<file path="config.mk">
export PLATFORM = sky130hd
export DESIGN_NAME = timer_bus_arbiter
export DESIGN_NICKNAME = d
export VERILOG_FILES = /design/src/rtl/timer_bus_arbiter.sv
export SDC_FILE = /design/constraint.sdc
export NUM_CORES = 1
export LEC_CHECK = 0
export CAP_MARGIN = 15
export CORE_AREA = 2 2 156 158
export CTS_CLUSTER_SIZE = 25
export DETAILED_ROUTE_END_ITERATION = 8
export DIE_AREA = 0 0 158 160
export DONT_BUFFER_PORTS = 1
export SLEW_MARGIN = 20
export SYNTH_ARGS = -nofsm -noshare
export SYNTH_HDL_FRONTEND = slang
export SYNTH_SLANG_ARGS = --single-unit
</file>
<file path="constraint.sdc">
create_clock -name clk -period 6.7 [get_ports clk]
set_input_delay 1.34 -clock clk [delete_from_list [all_inputs] [get_ports clk]]
set_output_delay 1.34 -clock clk [all_outputs]
set_load 0.05 [all_outputs]
</file>
<file path="src/rtl/timer_bus_arbiter.sv">
// rtl/timer_bus_arbiter.sv - two-master round-robin arbiter onto the TC0/TC1 timer register windows
// Optional m0_err/m1_err unmapped-access outputs are built when TIMER_BUS_ERR_EN is defined.
module timer_bus_arbiter #(
  parameter logic [31:0] TC0_BASE = 32'h0000_7F00,
  parameter logic [31:0] TC1_BASE = 32'h0000_7F10
) (
  input  logic        clk,
  input  logic        reset,
  input  logic        m0_req,
  input  logic        m0_we,
  input  logic [31:0] m0_addr,
  input  logic [31:0] m0_wdata,
  output logic        m0_ack,
  output logic [31:0] m0_rdata,
  input  logic        m1_req,
  input  logic        m1_we,
  input  logic [31:0] m1_addr,
  input  logic [31:0] m1_wdata,
  output logic        m1_ack,
  output logic [31:0] m1_rdata,
  output logic [29:0] tc0_addr,
  output logic        tc0_we,
  output logic [31:0] tc0_din,
  input  logic [31:0] tc0_dout,
  input  logic        tc0_irq,
  output logic [29:0] tc1_addr,
  output logic        tc1_we,
  output logic [31:0] tc1_din,
  input  logic [31:0] tc1_dout,
  input  logic        tc1_irq,
  input  logic        ext_irq,
`ifdef TIMER_BUS_ERR_EN
  output logic        m0_err,
  output logic        m1_err,
`endif
  output logic [5:0]  hwint
);

  typedef enum logic [1:0] {IDLE, ACCESS, RESP} state_t;

  state_t      state, state_nxt;
  logic        last_grant, grant, we_q;
  logic [31:0] addr_q, wdata_q, rdata_q;
  logic        any_req, pick;
  logic [31:0] off0, off1;
  logic        hit0, hit1;

  assign any_req = m0_req | m1_req;
  // On a tie the master that was not served last wins; 1 means m1.
  assign pick    = (m0_req & m1_req) ? ~last_grant : m1_req;

  // Unaligned offsets and BASE+0xC fall outside the three-word window.
  assign off0 = addr_q - TC0_BASE;
  assign off1 = addr_q - TC1_BASE;
  assign hit0 = (off0 == 32'h0) | (off0 == 32'h4) | (off0 == 32'h8);
  assign hit1 = (off1 == 32'h0) | (off1 == 32'h4) | (off1 == 32'h8);

  always_ff @(posedge clk or posedge reset) begin
    if (reset) state <= IDLE;
    else       state <= state_nxt;
  end

  always_comb begin
    state_nxt = state;
    case (state)
      IDLE:    if (any_req) state_nxt = ACCESS;
      ACCESS:  state_nxt = RESP;
      RESP:    state_nxt = IDLE;
      default: state_nxt = IDLE;
    endcase
  end

  always_comb begin
    tc0_we   = 1'b0;
    tc1_we   = 1'b0;
    tc0_addr = addr_q[31:2];
    tc1_addr = addr_q[31:2];
    tc0_din  = wdata_q;
    tc1_din  = wdata_q;
    if (state == ACCESS) begin
      tc0_we = we_q & hit0;
      tc1_we = we_q & hit1;
    end
  end

  always_ff @(posedge clk or posedge reset) begin
    if (reset) begin
      last_grant <= 1'b1;
      grant      <= 1'b0;
      we_q       <= 1'b0;
      addr_q     <= 32'h0;
      wdata_q    <= 32'h0;
      rdata_q    <= 32'h0;
      m0_ack     <= 1'b0;
      m1_ack     <= 1'b0;
    end else begin
      m0_ack <= (state == RESP) & ~grant;
      m1_ack <= (state == RESP) & grant;
      if (state == IDLE && any_req) begin
        grant      <= pick;
        last_grant <= pick;
        we_q       <= pick ? m1_we    : m0_we;
        addr_q     <= pick ? m1_addr  : m0_addr;
        wdata_q    <= pick ? m1_wdata : m0_wdata;
      end
      if (state == ACCESS)
        rdata_q <= hit0 ? tc0_dout : (hit1 ? tc1_dout : 32'h0);
    end
  end

`ifdef TIMER_BUS_ERR_EN
  always_ff @(posedge clk or posedge reset) begin
    if (reset) begin
      m0_err <= 1'b0;
      m1_err <= 1'b0;
    end else begin
      m0_err <= (state == RESP) & ~grant & ~(hit0 | hit1);
      m1_err <= (state == RESP) & grant & ~(hit0 | hit1);
    end
  end
`endif

  assign m0_rdata = rdata_q;
  assign m1_rdata = rdata_q;
  assign hwint    = {3'b000, ext_irq, tc1_irq, tc0_irq};

endmodule
</file>
# After elaboration in Yosys (flattened, before gate mapping)
# Index checks and enable logic that the tools add are counted.
[op_classes]
n_addsub = 2
n_eq_ne = 7
muxes = 10
bitwise = 12
reduce_logical = 4
[op_table]
columns = ["op", "n"]
rows = [
  ["$mux 32", 4],
  ["$eq 32x3->1 const B", 2],
  ["$eq 32x4->1 const B", 2],
  ["$logic_not 32->1", 2],
  ["$sub 32x15->32 const B", 2],
  ["$and 1x1->1", 5],
  ["$or 1x1->1", 5],
  ["$mux 1", 4],
  ["$pmux 2 s2", 1],
  ["$eq 2x1->1 const B", 1],
  ["$eq 2x2->1 const B", 1],
  ["$logic_not 2->1", 1],
  ["$mux 2", 1],
  ["$ne 2x2->1 const B", 1],
  ["$not 1->1", 2],
  ["$logic_and 1x1->1", 1],
]
[totals]
reg_bits = 103
in_bits = 201
output_inout_bits = 198
word_cells = 44

# Logic depth before layout (Yosys ltp)
[depth]
ltp_word = 6
ltp_mapped = 8
mapped_depth_nobuf = 6

# Least setup slack after synthesis
# Ideal clock, no wire load.
[synth_timing]
path_type = "flip-flop to output port"
startpoint = "register state[1]"
endpoint = "output port tc0_we"
arrival_ns = 2.573
t_required_ns = 5.360
path_slack_ns = 2.787
stages_incl_launch_ff = 7
cell_sequence = "dfrtp_1 > nor2b_1 > clkbuf_1 > clkbuf_1 > clkbuf_1 > nand2_1 > nor3_1"
[synth_between]
elab_chain_cells = 2
[synth_lines]
columns = ["element", "line", "rtl"]
rows = [
  ["from (decl)", "41", "state_t state, state_nxt;"],
  ["from (signal assigned)", "60", "else state <= state_nxt;"],
  ["$eq 2x1->1", "80", "if (state == ACCESS) begin"],
  ["$mux 1", "80", ""],
  ["to (decl)", "22", "output logic tc0_we,"],
]
# Every way passes these cells.

# Worst setup path after layout
[layout_timing]
startpoint = "register addr_q[30]"
endpoint = "output port tc1_we"
[layout_between]
elab_chain_cells = 6
word_cells_on_any_way = 8
[layout_lines]
columns = ["element", "line", "rtl"]
rows = [
  ["from (decl)", "43", "logic [31:0] addr_q, wdata_q, rdata_q;"],
  ["from (signal assigned)", "103", "addr_q <= pick ? m1_addr : m0_addr;"],
  ["$sub 32x15->32 *", "54", "assign off1 = addr_q - TC1_BASE;"],
  ["$eq 32x3->1 or $logic_not 32->1 (tied branches)", "56", "assign hit1 = (off1 == 32'h0) | (off1 == 32'h4) | (off1 == 32'h8);"],
  ["$or 1x1->1", "56", ""],
  ["$or 1x1->1 *", "56", ""],
  ["$and 1x1->1 *", "82", "tc1_we = we_q & hit1;"],
  ["$mux 1 *", "80", ""],
  ["to (decl)", "27", "output logic tc1_we,"],
]
# Mark *: on every way between the ends. The rest lies on a longest branch, timed or not.

==> results.toml <==
[place]
placed_cell_area_mm2 = 0.005692
pre_cts_ws_ns = 2.308
gp_congestion = 0.7724
dp_hpwl_um = 13630
port-buffer-count = 0

[cts]
ctsHtreeMaxLevel = 3
clkLatencyLatePin_ns = 0.36
clock_path_buffers = 2
hold_buffers = 0
cts-root-buf = "clkbuf_16"
cts_tree = "built"
clkSinkCount = 103
cts-resized-gates = 0
cts_setup_buffers = 0
numCtsBuffers = 9
clk_pin_slew_worst_paths_ns = 0.08

[timing]
fin_crit_ns = 4.841
slew_headroom_pct = 25.85
fin_worst_skew_ns = 0.01712
rsz0062_at_grt = "false"
setup_viol = 0
fmax_mhz = 206.6
fin_tns_setup_ns = 0
final_max_slew_viol_count = 0
setup_slack_ns = 1.859
fin_crit_sh_pct = 72.26
hold_violations = 0
max_slew.worst_pin.slew_ns = 1.112

[global_routing]
grt_usage_pct = 13.44
grt_max_degree = 81
gr-total-overflow = 0
grt_pass1_vias = 3976
antenna_found_initial = 1
grt_pass1_wl_um = 24990

[floorplanning]
coreArea_mm2 = 0.02382
ios = 399
chipHeight_um = 160
initial_core_util_pct = 26.46
rows = 57
die_area_mm2 = 0.02528
die_w_um = 158

[critical_path]
cp.required_ns = 5.36
worstPathArrival_ns = 3.50
cp_common_cell = "nor4_1"
critPathSlowestCell = "dfrtp_1"
slowest_delay_ns = 0.79
cp-start-kind = "flop"
end_kind = "output pin"
crit_fanout = 5
crit_chain = "nor4_1, nand4_1, or4_1, nor4_1, and4_1"
crit_type = "reg2out"

[synthesis]
synth_warnings = 0
syn_area_per_cell_um2 = 9.323
synthFlopType = "dfrtp_1"
synth_edf_count = 0
async_flop_share_pct = 100.0
yosys-top-cells-area = "dfrtp_1 41%, buf_4 15%, mux2i_1 11%, o21ai_0 5.4%, nand2_1 4.6%"
netlist.area_leader.share_pct = 40.50
yosysSeqAreaShare_pct = 40.92
yosysTopAreaCell = "dfrtp_1"
ys_seq_elements = 103
synth_cells = 676
synthTopCellsByCount = "130 x buf_4, 102 x dfrtp_1, 77 x nand2_1"
synth_area_mm2 = 0.006302
ys_types = 47
synth_most_common_cell = "buf_4"

[final_layout]
final.fill_count = 2617
final_layout_size_suffix_gt1_share_pct = 13.89
fin_nets = 736
area_growth_pct = -4.407
utilization_pct = 25.29
stdcell_area_mm2 = 0.006025

[power]
powerDensity_mw_per_mm2 = 625.2
p_leak_nw = 2.665
report.power.total_mw = 3.766
max-vdd-ir-drop_mv = 0.2563

[route]
drt_iter0_markers = 260
drc_errors = 0
drtPass1Iterations = 4
vias = 4062
routed_wl_um = 17570
vias_per_cell = 4.696
ant_nets = 0
avgRoutedWirePerCell_um = 20.31

[status]
status = "completed"

[flow_run]
maxCapViolCount = 0

[hold_path]
hold_class = "reg2reg"
routing by layer:
layer	GRT usage, %	vias up	routed length, µm
met1	15.66	1865	6943
met5	0	-	0
met3	4.885	23	1700
met2	22.89	294	8596
li1	-	1880	-
met4	4.177	0	325
registers in the layout (all words and copies together) (netlist names):
signal      flops
addr_q         32
m0_rdata       32
tc0_din        32
state           2
grant           1
last_grant      1
m0_ack          1
m1_ack          1
we_q            1
placed cells by master, fill, tap and decap left out, types with 2 or more instances in the layout:
| cell | n |
|---|---|
| nor4_1 | 4 |
| nand2_1 | 77 |
| nor4b_1 | 2 |
| buf_4 | 11 |
| o21ai_0 | 68 |
| o21ai_2 | 30 |
| mux2_2 | 2 |
| clkbuf_16 | 9 |
| or2_2 | 2 |
| mux2i_1 | 67 |
| o21ai_1 | 2 |
| inv_1 | 36 |
| dfrtp_1 | 101 |
| nand4_1 | 3 |
| inv_6 | 4 |
| nor3_1 | 3 |
| nor4_4 | 3 |
| nor2b_1 | 33 |
| nand2b_1 | 4 |
| conb_1 | 3 |
| or3_1 | 2 |
| nand3_1 | 3 |
| nor2_1 | 7 |
| or4_1 | 2 |
| a31oi_1 | 33 |
stage by stage:
stage,std cells,hold WS [ns]
final,865,0.4728
after detailed placement,847,0.4627
after global routing,864,0.5151
after floorplan,678,0.4184
after global placement,847,0.4538
after CTS,863,0.4743
cell families after synthesis:
| group | synth area share [%] |
|---|---|
| AO/OA/AOI/OAI | 14.53 |
| multiplexers | 11.00 |
| buffers and inverters | 20.35 |
| AND/OR/NAND/NOR | 13.14 |
| other | 0.05950 |
| flip-flops | 40.92 |
path summary, 6_finish.rpt:
kind	from	end	slack, ns	depth (start not counted)
max	addr_q[30]$_DFFE_PP0P_	tc1_we	1.86	5
min in group asynchronous	reset	tc0_din[17]$_DFFE_PP0P_	0.95	1
min reg2reg	grant$_DFFE_PP0P_	m0_ack$_DFF_PP0_	0.47	1
min	grant$_DFFE_PP0P_	m0_ack$_DFF_PP0_	0.47	1
max in group asynchronous	reset	addr_q[15]$_DFFE_PP0P_	4.58	2
max reg2reg	addr_q[11]$_DFFE_PP0P_	m0_rdata[2]$_DFFE_PP0P_	3.31	6
report_power, final:
| group | switching (mW) | total, mW | internal, mW | leakage (nW) |
|---|---|---|---|---|
| clock network | 0.261 | 0.558 | 0.296 | 0.145 |
| registers | 1.57 | 2.37 | 0.802 | 1.32 |
| logic | 0.559 | 0.834 | 0.275 | 1.20 |
area by class of cell:
cell class,count,area [µm²],area share (%)
diodes,1,2.502,0.04154
clock buffers,10,229.0,3.801
clock inverters,6,72.57,1.205
inverters,37,141.4,2.347
multi-input cells,372,2484,41.23
flip-flops and latches,103,2580,42.82
well taps,324,405.4,6.729
repair buffers,12,110.1,1.828
critical path: cells and delay by family, from the launching register on:
family | cells | cell delay, ns
AND/OR/NAND/NOR | 5 | 2.35
flip-flops | 1 | 0.79
No activity file was read; power rests on OpenSTA's default activity.
